===== src/rtl/mips_pkg.sv =====
// Shared MIPS encoding definitions: instruction formats, field bit
// positions and common opcode/funct values.
package mips_pkg;

  // Field-bundle format selector.
  typedef enum logic [1:0] {
    FMT_R   = 2'b00,
    FMT_I   = 2'b01,
    FMT_J   = 2'b10,
    FMT_ILL = 2'b11
  } fmt_e;

  // Bit positions of each field inside a 32-bit instruction word.
  localparam int OP_HI    = 31;
  localparam int OP_LO    = 26;
  localparam int RS_HI    = 25;
  localparam int RS_LO    = 21;
  localparam int RT_HI    = 20;
  localparam int RT_LO    = 16;
  localparam int RD_HI    = 15;
  localparam int RD_LO    = 11;
  localparam int SH_HI    = 10;
  localparam int SH_LO    = 6;
  localparam int FN_HI    = 5;
  localparam int FN_LO    = 0;
  localparam int IMM16_HI = 15;
  localparam int IMM16_LO = 0;
  localparam int IMM26_HI = 25;
  localparam int IMM26_LO = 0;

  // Primary opcodes.
  localparam logic [5:0] OP_SPECIAL = 6'h00;
  localparam logic [5:0] OP_J       = 6'h02;
  localparam logic [5:0] OP_JAL     = 6'h03;
  localparam logic [5:0] OP_BEQ     = 6'h04;
  localparam logic [5:0] OP_BNE     = 6'h05;
  localparam logic [5:0] OP_ADDIU   = 6'h09;
  localparam logic [5:0] OP_ORI     = 6'h0D;
  localparam logic [5:0] OP_LUI     = 6'h0F;
  localparam logic [5:0] OP_LW      = 6'h23;
  localparam logic [5:0] OP_SW      = 6'h2B;

  // SPECIAL function codes.
  localparam logic [5:0] FN_SLL  = 6'h00;
  localparam logic [5:0] FN_SRL  = 6'h02;
  localparam logic [5:0] FN_JR   = 6'h08;
  localparam logic [5:0] FN_ADDU = 6'h21;
  localparam logic [5:0] FN_SUBU = 6'h23;
  localparam logic [5:0] FN_AND  = 6'h24;
  localparam logic [5:0] FN_OR   = 6'h25;
  localparam logic [5:0] FN_SLT  = 6'h2A;

  // True when the selector names a format that produces a word.
  function automatic logic fmt_is_legal(input logic [1:0] f);
    return f != FMT_ILL;
  endfunction

endpackage


===== src/rtl/instr_encoder_if.sv =====
// Field-bundle input handshake plus instruction-memory write port.
interface instr_encoder_if;
  logic        in_valid;
  logic        in_ready;
  logic [1:0]  fmt;
  logic [5:0]  opcode;
  logic [4:0]  rs;
  logic [4:0]  rt;
  logic [4:0]  rd;
  logic [4:0]  shamt;
  logic [5:0]  funct;
  logic [15:0] imm16;
  logic [25:0] imm26;
  logic        im_we;
  logic [31:0] im_addr;
  logic [31:0] im_wdata;
  logic        im_ready;
  logic [31:0] words_written;
  logic        err_fmt;

  // Encoder side.
  modport slave (
    input  in_valid, fmt, opcode, rs, rt, rd, shamt, funct, imm16, imm26, im_ready,
    output in_ready, im_we, im_addr, im_wdata, words_written, err_fmt
  );

  // Producer / memory side.
  modport master (
    output in_valid, fmt, opcode, rs, rt, rd, shamt, funct, imm16, imm26, im_ready,
    input  in_ready, im_we, im_addr, im_wdata, words_written, err_fmt
  );
endinterface


===== src/rtl/sync_fifo.sv =====
// Single-clock FIFO with wrap-bit pointers and a combinational head view.
module sync_fifo #(
  parameter int WIDTH = 32,
  parameter int DEPTH = 4
) (
  input  logic             clk,
  input  logic             reset,
  input  logic             push,
  input  logic             pop,
  input  logic [WIDTH-1:0] din,
  output logic             full,
  output logic             empty,
  output logic [WIDTH-1:0] head
);
  localparam int AW = $clog2(DEPTH);
  localparam logic [AW:0] PTR_ONE = {{AW{1'b0}}, 1'b1};

  logic [WIDTH-1:0] mem_q [DEPTH];
  logic [AW:0]      wr_ptr_q, wr_ptr_d;
  logic [AW:0]      rd_ptr_q, rd_ptr_d;
  logic             do_push, do_pop;

  // Same index with differing wrap bits means every slot is occupied.
  assign empty   = (wr_ptr_q == rd_ptr_q);
  assign full    = (wr_ptr_q[AW] != rd_ptr_q[AW]) &&
                   (wr_ptr_q[AW-1:0] == rd_ptr_q[AW-1:0]);
  assign do_push = push && !full;
  assign do_pop  = pop && !empty;
  assign head    = mem_q[rd_ptr_q[AW-1:0]];

  // Next pointer values.
  always_comb begin
    wr_ptr_d = wr_ptr_q;
    rd_ptr_d = rd_ptr_q;
    if (do_push) wr_ptr_d = wr_ptr_q + PTR_ONE;
    if (do_pop)  rd_ptr_d = rd_ptr_q + PTR_ONE;
  end

  // Pointer registers; reset discards all contents.
  always_ff @(posedge clk or posedge reset) begin
    if (reset) begin
      wr_ptr_q <= '0;
      rd_ptr_q <= '0;
    end else begin
      wr_ptr_q <= wr_ptr_d;
      rd_ptr_q <= rd_ptr_d;
    end
  end

  // Storage write; contents need no reset since pointers gate visibility.
  always_ff @(posedge clk) begin
    if (do_push) mem_q[wr_ptr_q[AW-1:0]] <= din;
  end

endmodule


===== src/rtl/instr_encoder.sv =====
// Packs decoded MIPS field bundles into instruction words and streams them
// through a small FIFO to sequential instruction-memory addresses.
module instr_encoder
  import mips_pkg::*;
#(
  parameter int          DEPTH     = 4,
  parameter logic [31:0] BASE_ADDR = 32'h0000_3000
) (
  input  logic            clk,
  input  logic            reset,
  instr_encoder_if.slave  bus
);

  logic [31:0] word_d;
  logic        accept;
  logic        push;
  logic        pop;
  logic        fifo_full;
  logic        fifo_empty;
  logic [31:0] fifo_head;
  logic [31:0] im_addr_q, im_addr_d;
  logic [31:0] words_q, words_d;
  logic        err_fmt_q, err_fmt_d;

  // Ready depends only on registered occupancy, never on im_ready.
  assign accept = bus.in_valid && !fifo_full;
  assign push   = accept && fmt_is_legal(bus.fmt);
  assign pop    = !fifo_empty && bus.im_ready;

  // Packer: place only the fields the selected format uses.
  always_comb begin
    word_d = '0;
    word_d[OP_HI:OP_LO] = bus.opcode;
    case (fmt_e'(bus.fmt))
      FMT_R: begin
        word_d[RS_HI:RS_LO] = bus.rs;
        word_d[RT_HI:RT_LO] = bus.rt;
        word_d[RD_HI:RD_LO] = bus.rd;
        word_d[SH_HI:SH_LO] = bus.shamt;
        word_d[FN_HI:FN_LO] = bus.funct;
      end
      FMT_I: begin
        word_d[RS_HI:RS_LO]       = bus.rs;
        word_d[RT_HI:RT_LO]       = bus.rt;
        word_d[IMM16_HI:IMM16_LO] = bus.imm16;
      end
      FMT_J: begin
        word_d[IMM26_HI:IMM26_LO] = bus.imm26;
      end
      default: word_d = '0;
    endcase
  end

  sync_fifo #(
    .WIDTH (32),
    .DEPTH (DEPTH)
  ) u_fifo (
    .clk   (clk),
    .reset (reset),
    .push  (push),
    .pop   (pop),
    .din   (word_d),
    .full  (fifo_full),
    .empty (fifo_empty),
    .head  (fifo_head)
  );

  // Address/count advance on each completed write; error flag follows a dropped bundle.
  always_comb begin
    im_addr_d = im_addr_q;
    words_d   = words_q;
    err_fmt_d = accept && !fmt_is_legal(bus.fmt);
    if (pop) begin
      im_addr_d = im_addr_q + 32'd4;
      words_d   = words_q + 32'd1;
    end
  end

  // Write-port state registers.
  always_ff @(posedge clk or posedge reset) begin
    if (reset) begin
      im_addr_q <= BASE_ADDR;
      words_q   <= '0;
      err_fmt_q <= 1'b0;
    end else begin
      im_addr_q <= im_addr_d;
      words_q   <= words_d;
      err_fmt_q <= err_fmt_d;
    end
  end

  assign bus.in_ready      = !fifo_full;
  assign bus.im_we         = !fifo_empty;
  // Stale storage is masked so the data bus reads zero while idle.
  assign bus.im_wdata      = fifo_empty ? 32'h0 : fifo_head;
  assign bus.im_addr       = im_addr_q;
  assign bus.words_written = words_q;
  assign bus.err_fmt       = err_fmt_q;

endmodule

===== src/flat_wrapper.sv =====
// flat-port wrapper written by rule: the top's interface ports become plain ports
module instr_encoder_flat import mips_pkg::*;
#(
  parameter int          DEPTH     = 4,
  parameter logic [31:0] BASE_ADDR = 32'h0000_3000
)
  (clk, reset, bus_in_valid, bus_fmt, bus_opcode, bus_rs, bus_rt, bus_rd, bus_shamt, bus_funct, bus_imm16, bus_imm26, bus_im_ready, bus_in_ready, bus_im_we, bus_im_addr, bus_im_wdata, bus_words_written, bus_err_fmt);
  instr_encoder_if bus_i ();
  input  logic clk;
  input  logic reset;
  input wire logic [$bits(bus_i.in_valid)-1:0] bus_in_valid;
  input wire logic [$bits(bus_i.fmt)-1:0] bus_fmt;
  input wire logic [$bits(bus_i.opcode)-1:0] bus_opcode;
  input wire logic [$bits(bus_i.rs)-1:0] bus_rs;
  input wire logic [$bits(bus_i.rt)-1:0] bus_rt;
  input wire logic [$bits(bus_i.rd)-1:0] bus_rd;
  input wire logic [$bits(bus_i.shamt)-1:0] bus_shamt;
  input wire logic [$bits(bus_i.funct)-1:0] bus_funct;
  input wire logic [$bits(bus_i.imm16)-1:0] bus_imm16;
  input wire logic [$bits(bus_i.imm26)-1:0] bus_imm26;
  input wire logic [$bits(bus_i.im_ready)-1:0] bus_im_ready;
  output wire logic [$bits(bus_i.in_ready)-1:0] bus_in_ready;
  output wire logic [$bits(bus_i.im_we)-1:0] bus_im_we;
  output wire logic [$bits(bus_i.im_addr)-1:0] bus_im_addr;
  output wire logic [$bits(bus_i.im_wdata)-1:0] bus_im_wdata;
  output wire logic [$bits(bus_i.words_written)-1:0] bus_words_written;
  output wire logic [$bits(bus_i.err_fmt)-1:0] bus_err_fmt;
  assign bus_i.in_valid = bus_in_valid;
  assign bus_i.fmt = bus_fmt;
  assign bus_i.opcode = bus_opcode;
  assign bus_i.rs = bus_rs;
  assign bus_i.rt = bus_rt;
  assign bus_i.rd = bus_rd;
  assign bus_i.shamt = bus_shamt;
  assign bus_i.funct = bus_funct;
  assign bus_i.imm16 = bus_imm16;
  assign bus_i.imm26 = bus_imm26;
  assign bus_i.im_ready = bus_im_ready;
  assign bus_in_ready = bus_i.in_ready;
  assign bus_im_we = bus_i.im_we;
  assign bus_im_addr = bus_i.im_addr;
  assign bus_im_wdata = bus_i.im_wdata;
  assign bus_words_written = bus_i.words_written;
  assign bus_err_fmt = bus_i.err_fmt;
  instr_encoder #(.DEPTH(DEPTH), .BASE_ADDR(BASE_ADDR)) u_core (.clk(clk), .reset(reset), .bus(bus_i));
endmodule

===== config.mk =====
export PLATFORM = sky130hd
export DESIGN_NAME = instr_encoder_flat
export DESIGN_NICKNAME = d
export VERILOG_FILES = /design/src/rtl/mips_pkg.sv /design/src/rtl/instr_encoder_if.sv /design/src/rtl/sync_fifo.sv /design/src/rtl/instr_encoder.sv /design/src/flat_wrapper.sv
export SDC_FILE = /design/constraint.sdc
export NUM_CORES = 1
export LEC_CHECK = 0
export BUFFER_PORTS_ARGS = -buffer_cell sky130_fd_sc_hd__buf_2
export CELL_PAD_IN_SITES_DETAIL_PLACEMENT = 1
export CELL_PAD_IN_SITES_GLOBAL_PLACEMENT = 1
export CORE_AREA = 2 2 173 175
export CTS_CLUSTER_SIZE = 40
export DETAILED_ROUTE_END_ITERATION = 10
export DIE_AREA = 0 0 175 177
export PLACE_DENSITY_LB_ADDON = 0.1
export SYNTH_ARGS = -nofsm -noshare
export SYNTH_HDL_FRONTEND = slang
export SYNTH_SLANG_ARGS = --single-unit

===== constraint.sdc =====
create_clock -name clk -period 3.2 [get_ports clk]
set_clock_uncertainty 0.15 [all_clocks]
set_input_delay 0.64 -clock clk [delete_from_list [all_inputs] [get_ports clk]]
set_output_delay 0.64 -clock clk [all_outputs]
set_load 0.03 [all_outputs]

==> results.ini, run 1 <==
[finish]
n_fill_cell=3142
nets=869
post-route-util=0.3653
syn_to_final_growth_pct=24.19
drive_above_1_share=0.3509
fin_cells=1186

[timing]
finalCritPeriodShare=0.9389
drv_slew=0
hold_violations=0
setup_violations=0
fin_hold_ws_ns=0.1823
rsz0062_at_grt=no
tightestPinTransition_ns=0.7977
min_period_ns=3.004
relSlewSlack=0.4626
max_freq_ghz=0.3329
setup_tns_ns=0

[setup_path]
critical_path_class=reg2out
start_kind=register
r2r-start=u_core.u_fifo.wr_ptr_q[0]
r2r_cells=7
r2r_end=u_core.bus.words_written[30]
crit_fanout=22
cp_cell_sequence=xor2_2, nor3_1, inv_1, buf_4, and2_1, buf_2
cp-end-kind=output pin
r2r_setup_slack_ns=0.67
slowest_stage=dfrtp_1
max_stage_delay_ns=0.47
arrival_ns=2.21
cp.required_ns=2.41
path_delay_family=buffers and inverters
crit_buf_inv=3

[logic_synthesis]
yosysWarningCount=0
async_flop_share=0.3503
synth_top_area_share=0.4469
syn_area_per_cell_um2=14.60
netlist_instances=589
synth_area_leaders=edfxtp_1 (45%), dfrtp_1 (19%), mux4_2 (8.4%)
yosysSeqAreaShare=0.6479
synth_cell_types=35
ys.flop_type=edfxtp_1
synth_seq_cells=197
synth_area_um2=8601
synth_enable_flop_cells=128
yosysTopAreaCell=edfxtp_1

[drt]
drc=0
drt_iter0_markers=261
wl_um=21490
wire_per_inst_um=18.12
final_antenna_net_count=0
routed_via_density=4.572
vias=5422
drt_first_pass_iters=4

[place]
dp.cells=1153
dpl.hpwl_um=14810
gp_congestion=0.7314
io_buffer_count=176

[clock_tree]
cts_tree=built
cts_made_buffers=17
path_clk_slew_ns=0.09
clk_latency_ns=0.44
clk_path_buf_depth=2
cts_resized=0
post_cts_buffers=0
cts_hold_buf=0
root_buffer=clkbuf_16
clkSinkCount=197
h-tree-depth=4

[pwr]
peakVddDrop_mv=0.4403
leakage_uw=0.004474
p_per_area_nw_per_um2=858.6

[global_route]
track_usage=0.1439
grt_max_degree=37
grt_pass1_wl_um=33810
antenna_found_initial=1
overflow=0
grt_pass1_vias=5888

[floorplanning]
die_w_um=175
rows=63
die_area_um2=30980
die_h_um=177
initial_core_util=0.2941
design.core.area_um2=29240
ios=179

[status]
status=finished clean

[hold_path]
hp-class=in2async

[job]
maxCapViolations=0

routing by layer:
| metal | share of wire | global-route usage |
|---|---|---|
| met5 | 0 | 0 |
| met3 | 0.053 | 0.03909 |
| met4 | 0.0081 | 0.03229 |
| met1 | 0.45 | 0.1867 |
| met2 | 0.49 | 0.2413 |
synth_stat cells (2+ instances only):
library cell / number
clkbuf_1: 14
nor3_2: 2
buf_4: 3
edfxtp_1: 128
and3_1: 11
and4_1: 5
mux4_2: 32
inv_1: 16
ha_1: 7
xor2_2: 3
nor2b_1: 2
nor4_1: 3
o21ai_0: 27
xor2_1: 26
mux2i_1: 16
nor3_1: 8
and2_1: 46
dfrtp_1: 67
nor4_4: 3
nand3_1: 23
nor2_1: 13
nand4_1: 20
xnor2_1: 41
nand2_1: 58
dfstp_2: 2
buf_1: 4
worst max-delay path by stage:
| stage | from | to | slack, ns | cells past startpoint |
|---|---|---|---|---|
| global route | u_core.u_fifo.wr_ptr_q[1] | bus_im_wdata[14] | 0.04 | 6 |
| global placement | u_core.u_fifo.wr_ptr_q[1] | u_core.bus.words_written[30] | 0.60 | 7 |
| finish | u_core.u_fifo.wr_ptr_q[1] | bus_im_wdata[14] | 0.20 | 6 |
| detailed placement | u_core.u_fifo.wr_ptr_q[1] | u_core.bus.words_written[30] | 0.60 | 7 |
| CTS | u_core.u_fifo.wr_ptr_q[1] | bus_im_wdata[14] | 0.15 | 6 |
| floorplan | bus_fmt[1] | u_core.u_fifo.mem_q[3][0] | 0.53 | 3 |
worst reg2reg max path, cell delays in order, from the launching register on:
cell,delay [ns]
dfrtp_1,0.49
xor2_2,0.27
nor3_1,0.12
inv_1,0.10
buf_4,0.29
nand4_1,0.43
nor4_1,0.45
xor2_1,0.18
flip-flops by register name, indices dropped and copies added, names as in the netlist:
register / cells
u_core.bus.err_fmt: 1
u_core.bus.im_addr: 30
u_core.bus.words_written: 32
u_core.u_fifo.mem_q: 128
u_core.u_fifo.rd_ptr_q: 3
u_core.u_fifo.wr_ptr_q: 3
through the flow:
| stage | power [uW] | cell area, um2 | setup slack, ns |
|---|---|---|---|
| 2_1_floorplan | 5884 | 8605 | 0.5321 |
| 3_5_place_dp | 7112 | 10060 | 0.5993 |
| 4_1_cts | 9360 | 10680 | 0.1461 |
| 6_report | 9171 | 10680 | 0.1957 |
| 5_1_grt | 9703 | 10680 | 0.04250 |
| 3_3_place_gp | 7070 | 10060 | 0.6021 |
where the power goes:
group / internal, uW / total, uW / switching, uW
sequential: 3170 / 3410 / 245
combinational: 1260 / 3550 / 2280
clock: 1080 / 2210 / 1130
cells in the final DEF (no fill, tap or decap), types with 13 or more instances in the layout:
cell type  synthesis  layout
and2_1            46      42
buf_2              1     176
buf_4              3      17
clkbuf_16          0      17
dfrtp_1           67      65
edfxtp_1         128     128
inv_1             16      15
mux2i_1           16      16
mux4_2            32      32
nand2_1           58      58
nand3_1           23      23
nand4_1           20      20
nor2_1            13      13
o21ai_0           27      27
xnor2_1           41      41
xor2_1            26      26
kinds of logic after synthesis:
logic type                 after synthesis  synth area share
AOI/OAI and AO/OA                       31           0.02066
other                                    1         0.0004360
buffers and inverters                   39           0.01935
xor gates and xnor gates                70           0.07390
DFF                                    197            0.6479
adders and majority gates                7           0.01018
muxes                                   48            0.1024
and+or+nand+nor                        196            0.1251
cell type report:
| class | instances | area, um2 | area share |
|---|---|---|---|
| clock inverter | 15 | 191.4 | 0.01792 |
| timing repair buffer | 196 | 1069 | 0.1000 |
| clock buffer | 17 | 425.4 | 0.03983 |
| multi-input combinational | 354 | 2870 | 0.2687 |
| sequential | 197 | 5575 | 0.5220 |
| tap | 390 | 488.0 | 0.04568 |
| antenna | 1 | 2.502 | 0.0002343 |
| inverter | 16 | 60.06 | 0.005623 |
Power figures use the tool's default switching activity.
==> run 2: changes to the inputs <==
- ABC_AREA: not set -> 1
- CORE_AREA: 2 2 173 175 -> 2 2 182 184
- DIE_AREA: 0 0 175 177 -> 0 0 184 186
==> run 2 against run 1 <==
Sequential share of layout area down 4.2 points. Worst hold slack worse by 0.042 ns. Sequential cell count unchanged. Synthesized cell count up 84%. Critical path type unchanged. Critical endpoint is now bus_im_wdata[0]. Largest cell class unchanged. Largest power group unchanged.
==> results.ini, run 2 <==
[status]
status=finished clean  ; unchanged

[logic_synthesis]
synth_area_leaders=edfxtp_1 (40%), dfrtp_1 (17%), nand2_1 (11%)  ; was edfxtp_1 (45%), dfrtp_1 (19%), mux4_2 (8.4%)
synth_cell_types=33  ; was 35
synth_common_cells=nand2_1 (269), inv_1 (150), nor2_1 (137)  ; was edfxtp_1 (128), dfrtp_1 (67), nand2_1 (58)
yosysSeqAreaShare=0.5806  ; was 0.6479
yosysTopAreaCell=edfxtp_1  ; unchanged
synth-adder-area-share=0.009125  ; was 0.01018
synth_compound_area_frac=0.08695  ; was 0.02066
ys.flop_type=edfxtp_1  ; unchanged
synth_area_um2=9598  ; was 8601 um2
synth_most_common_cell=nand2_1  ; was edfxtp_1
synth_enable_flop_cells=128  ; unchanged
syn_area_per_cell_um2=8.838  ; was 14.60 um2
async_flop_share=0.3503  ; unchanged
synth_top_family_by_area=simple AND/OR/NAND/NOR gates  ; unchanged
netlist_instances=1086  ; was 589
synthSimpleGateAreaFrac=0.2346  ; was 0.1251
synth_top_area_share=0.4005  ; was 0.4469
synth-xor-area-share=0.007300  ; was 0.07390
synthMuxAreaShare=0  ; was 0.1024
synth_seq_cells=197  ; unchanged
yosysWarningCount=0  ; unchanged

[floorplanning]
die_w_um=184  ; was 175 um
design.core.area_um2=32210  ; was 29240 um2
die_h_um=186  ; was 177 um
initial_core_util=0.2980  ; was 0.2941
rows=66  ; was 63
ios=179  ; unchanged
die_area_um2=34220  ; was 30980 um2

[timing]
rsz0062_at_grt=no  ; unchanged
drv_slew=0  ; unchanged
hold_violations=0  ; unchanged
tightestPinTransition_ns=0.7644  ; was 0.7977 ns
finalCritPeriodShare=0.9031  ; was 0.9389
relSlewSlack=0.4897  ; was 0.4626
setup_violations=0  ; unchanged
fin_hold_ws_ns=0.1404  ; was 0.1823 ns
min_period_ns=2.890  ; was 3.004 ns
max_freq_ghz=0.3460  ; was 0.3329 GHz

[finish]
mostFrequentLayoutCell=nand2_1  ; was buf_2
n_fill_cell=3830  ; was 3142
diodes=0  ; was 1
post-route-util=0.3609  ; was 0.3653
drive_above_1_share=0.1962  ; was 0.3509
final_cell_mix=nand2_1 (269), buf_2 (176), inv_1 (148)  ; was buf_2 (176), edfxtp_1 (128), dfrtp_1 (65)
syn_to_final_growth_pct=21.09  ; was 24.19%
largest_register_ff_count=128  ; unchanged
nets=1343  ; was 869

[job]
maxCapViolations=0  ; unchanged

[drt]
vias=7948  ; was 5422
wl_um=27640  ; was 21490 um
wire_per_inst_um=16.48  ; was 18.12 um
drt_first_pass_iters=4  ; unchanged
final_antenna_net_count=0  ; unchanged
drt_iter0_markers=356  ; was 261
routed_via_density=4.739  ; was 4.572
drc=0  ; unchanged

[clock_tree]
clk_latency_ns=0.44  ; about the same
cts_hold_buf=0  ; unchanged
root_buffer=clkbuf_16  ; unchanged
cts_made_buffers=17  ; unchanged
clk_path_buf_depth=2  ; unchanged
post_cts_buffers=0  ; unchanged
cts_tree=built  ; unchanged
h-tree-depth=4  ; unchanged
path_clk_slew_ns=0.08  ; was 0.09 ns
clkSinkCount=197  ; unchanged

[global_route]
grt_pass1_vias=8133  ; was 5888
grt_pass1_wl_um=44090  ; was 33810 um
antenna_found_initial=1  ; unchanged
overflow=0  ; unchanged
track_usage=0.1670  ; was 0.1439
grt_max_degree=70  ; was 37

[setup_path]
critical_path_class=reg2out  ; unchanged
r2r-start=u_core.u_fifo.wr_ptr_q[0]  ; unchanged
crit_fanout=65  ; was 22
start_kind=register  ; unchanged
cp.required_ns=2.41  ; about the same
arrival_ns=2.10  ; was 2.21 ns
cp-end-kind=output pin  ; unchanged
critPathLaunch=u_core.u_fifo.rd_ptr_q[0]  ; was u_core.u_fifo.wr_ptr_q[1]

[place]
gp_congestion=0.7805  ; was 0.7314
io_buffer_count=176  ; unchanged
dpl.hpwl_um=18920  ; was 14810 um

[pwr]
leakage_uw=0.005143  ; was 0.004474 uW
power_uw=9338  ; was 9171 uW
p_per_area_nw_per_um2=803.4  ; was 858.6 nW/um2
peakVddDrop_mv=0.5839  ; was 0.4403 mV

[hold_path]
hp-class=in2async  ; unchanged

run 2: where the power goes:
group,internal (uW),switching (uW)
Combinational,1010,2720
Sequential,3140,173
Clock,1260,1040
Total,5400,3940
run 2: path summary, 6_finish.rpt:
path | end | slack (ns) | cells past startpoint
hold reg to reg | u_core.bus.words_written[31] | 0.35 | 2
hold / removal | u_core.bus.words_written[31] | 0.14 | 3
setup reg to reg | u_core.bus.im_addr[19] | 0.86 | 9
max in group asynchronous | u_core.bus.im_addr[12] | 2.42 | 3
setup / recovery | bus_im_wdata[0] | 0.31 | 7
min in group clk | u_core.bus.err_fmt | 0.29 | 3
run 2: per-layer routing:
metal | up-vias | wire length (um) | GRT usage
li1 | 3898 | - | -
met1 | 3876 | 13020 | 0.2139
met2 | 155 | 13210 | 0.2913
met3 | 17 | 1148 | 0.03307
met4 | 2 | 245 | 0.03776
met5 | - | 10 | 0
run 2: cell families (layout without fill, tap and decap cells):
| kind of cell | after synthesis | count (layout) |
|---|---|---|
| AND/OR/NAND/NOR | 525 | 525 |
| flip-flops | 197 | 197 |
| buffers and inverters | 197 | 379 |
| AO/OA/AOI/OAI | 151 | 151 |
| XOR/XNOR | 8 | 8 |
| adder cells (fa/ha/maj) | 7 | 7 |
| other | 1 | 2 |
run 2: worst max-delay path: stages, from the launching register on:
cell	delay, ns
dfrtp_2	0.43
inv_2	0.07
buf_6	0.40
o21ai_0	0.14
o22ai_1	0.25
nand2_1	0.09
inv_1	0.07
buf_2	0.19
run 2: metrics by stage:
step	instance area, um2	instances	setup slack (ns)	setup TNS, ns
5_1_grt	11620	1677	0.1099	0
3_5_place_dp	10990	1645	0.5968	0
6_report	11620	1677	0.3100	0
3_3_place_gp	10990	1645	0.6240	0
4_1_cts	11610	1677	0.09318	0
2_1_floorplan	9602	1087	-0.03131	-4.008
run 2: layout make-up:
type                       instances  area (um2)  share of cell area
tap                              408       510.5             0.04392
sequential                       197        5574              0.4796
clock inverter                    14       191.4             0.01647
clock buffer                      18       429.2             0.03693
inverter                         153       574.3             0.04941
timing repair buffer             194        1061             0.09129
multi-input combinational        693        3282              0.2824
run 2: timing repair:
item,4_1_cts,5_1_grt
resized for setup,0,2
endpoints found under the hold margin,0,0
setup endpoints to repair,0,9
==> run 3: changes to the inputs <==
- CTS_BUF_LIST: not set -> sky130_fd_sc_hd__clkbuf_8
==> run 3 against run 2 <==
Combinational power barely moved. Sequential cell count is the same. Register-to-register slack barely moved. Via count is 0.24% lower. Critical path type unchanged. Largest power group unchanged. Highest routed layer unchanged.
==> results.ini, run 3 (synthesized netlist as in run 2, its figures left out) <==
[drt]
wire_per_inst_um=16.37  ; was 16.48 um
vias=7929  ; was 7948
wl_um=27450  ; was 27640 um
drc=0  ; unchanged
final_antenna_net_count=0  ; unchanged
drt_iter0_markers=372  ; was 356
drt_first_pass_iters=6  ; was 4
routed_via_density=4.728  ; was 4.739

[clock_tree]
cts_hold_buf=0  ; unchanged
root_buffer=clkbuf_8  ; was clkbuf_16
cts_resized=0  ; unchanged
cts_tree=built  ; unchanged
cts_made_buffers=17  ; unchanged
clk_latency_ns=0.48  ; was 0.44 ns
post_cts_buffers=0  ; unchanged
clk_path_buf_depth=2  ; unchanged
h-tree-depth=4  ; unchanged
path_clk_slew_ns=0.11  ; was 0.08 ns
clkSinkCount=197  ; unchanged

[status]
status=finished clean  ; unchanged

[timing]
setup_violations=0  ; unchanged
hold_violations=0  ; unchanged
fin_hold_ws_ns=0.09418  ; was 0.1404 ns
drv_slew=0  ; unchanged
rsz0062_at_grt=no  ; unchanged
finalCritPeriodShare=0.9209  ; was 0.9031
relSlewSlack=0.4967  ; was 0.4897
layout_setup_ws_ns=0.2532  ; was 0.3100 ns
tightestPinTransition_ns=0.7539  ; was 0.7644 ns
max_freq_ghz=0.3394  ; was 0.3460 GHz
min_period_ns=2.947  ; was 2.890 ns

[place]
placed_area_um2=10990  ; unchanged
dpl.hpwl_um=18920  ; unchanged
io_buffer_count=176  ; unchanged
gp_congestion=0.7805  ; unchanged
pre_cts_ws_ns=0.5968  ; unchanged

[finish]
syn_to_final_growth_pct=19.10  ; was 21.09%
post-route-util=0.3549  ; was 0.3609
drive_above_1_share=0.1962  ; unchanged
mostFrequentLayoutCell=nand2_1  ; unchanged
final_cell_mix=nand2_1 (269), buf_2 (176), inv_1 (149)  ; was nand2_1 (269), buf_2 (176), inv_1 (148)
nets=1343  ; unchanged
diodes=0  ; unchanged
largest_register_ff_count=128  ; unchanged
design_area_um2=11430  ; was 11620 um2

[pwr]
swShare=0.4383  ; was 0.4215
clock_power_share=0.199  ; was 0.246
combPwrFrac=0.424  ; was 0.400
power.share.sequential=0.376  ; was 0.354
power_uw=8791  ; was 9338 uW
leakage_uw=0.005060  ; was 0.005143 uW
peakVddDrop_mv=0.4328  ; was 0.5839 mV
p_per_area_nw_per_um2=769.1  ; was 803.4 nW/um2
intPower_uw=4938  ; was 5402 uW
p_sw_uw=3854  ; was 3936 uW

[job]
maxCapViolations=0  ; unchanged

[global_route]
grt_pass1_vias=8113  ; was 8133
overflow=0  ; unchanged
grt_pass1_wl_um=43930  ; was 44090 um
grt_max_degree=70  ; unchanged
antenna_found_initial=1  ; unchanged
track_usage=0.1662  ; was 0.1670

[floorplanning]
die_w_um=184  ; unchanged
rows=66  ; unchanged
die_area_um2=34220  ; unchanged
die_h_um=186  ; unchanged
ios=179  ; unchanged
design.core.area_um2=32210  ; unchanged
initial_core_util=0.2980  ; unchanged

[setup_path]
start_kind=register  ; unchanged
cp-end-kind=output pin  ; unchanged
critical_path_class=reg2out  ; unchanged
cp.required_ns=2.41  ; about the same
arrival_ns=2.16  ; was 2.10 ns
crit_fanout=65  ; unchanged
r2r_setup_slack_ns=0.85  ; was 0.86 ns

[hold_path]
hp-class=in2async  ; unchanged

run 3: changes by cell type in the layout (fill, tap and decap cells not counted):
cell,before,now
clkbuf_16,17,0
clkbuf_8,0,17
clkbuf_1,1,0
inv_1,148,149
run 3: cell type report:
type	instances	area, um2
clock inverters	15	195.2
well taps	408	510.5
clock buffers	17	234.0
flip-flops and latches	197	5574
multi-input cells	693	3282
inverters	153	574.3
repair buffers	194	1061
fillers	3851	20770
run 3: power groups by stage:
stage / Combinational, uW / Sequential [uW] / Clock [uW]
floorplan: 2420 / 3470 / 0
global placement: 3780 / 3360 / 0
detailed placement: 3830 / 3370 / 0
CTS: 3840 / 3310 / 1820
global route: 4160 / 3350 / 1910
finish: 3730 / 3310 / 1750
run 3: per-layer routing:
metal  global-route usage  routed length, um  part of all wire
met5                    0                 10           0.00036
met4              0.03776                252            0.0092
met3              0.03248               1140             0.042
met2               0.2906              13150              0.48
met1               0.2124              12890              0.47
run 3: critical path, cell delays in order (launching register included):
cell	delay, ns
dfrtp_2	0.44
inv_2	0.07
buf_6	0.41
o21ai_0	0.14
o22ai_1	0.25
nand2_1	0.09
inv_1	0.07
buf_2	0.19
run 3: stage by stage:
stage / std cells / TNS [ns]
after detailed placement: 1645 / 0
after global routing: 1677 / 0
after global placement: 1645 / 0
after CTS: 1677 / 0
final: 1677 / 0
after floorplan: 1087 / -4.008
run 3: worst paths after layout:
path,start,to,cells past startpoint
max,u_core.u_fifo.rd_ptr_q[0],bus_im_wdata[0],7
min,reset,u_core.bus.words_written[23],3
max reg2reg,u_core.u_fifo.wr_ptr_q[0],u_core.bus.im_addr[19],9
min reg2reg,u_core.bus.words_written[31],u_core.bus.words_written[31],2
max in group asynchronous,reset,u_core.bus.im_addr[12],3
min in group clk,bus_in_valid,u_core.bus.err_fmt,3
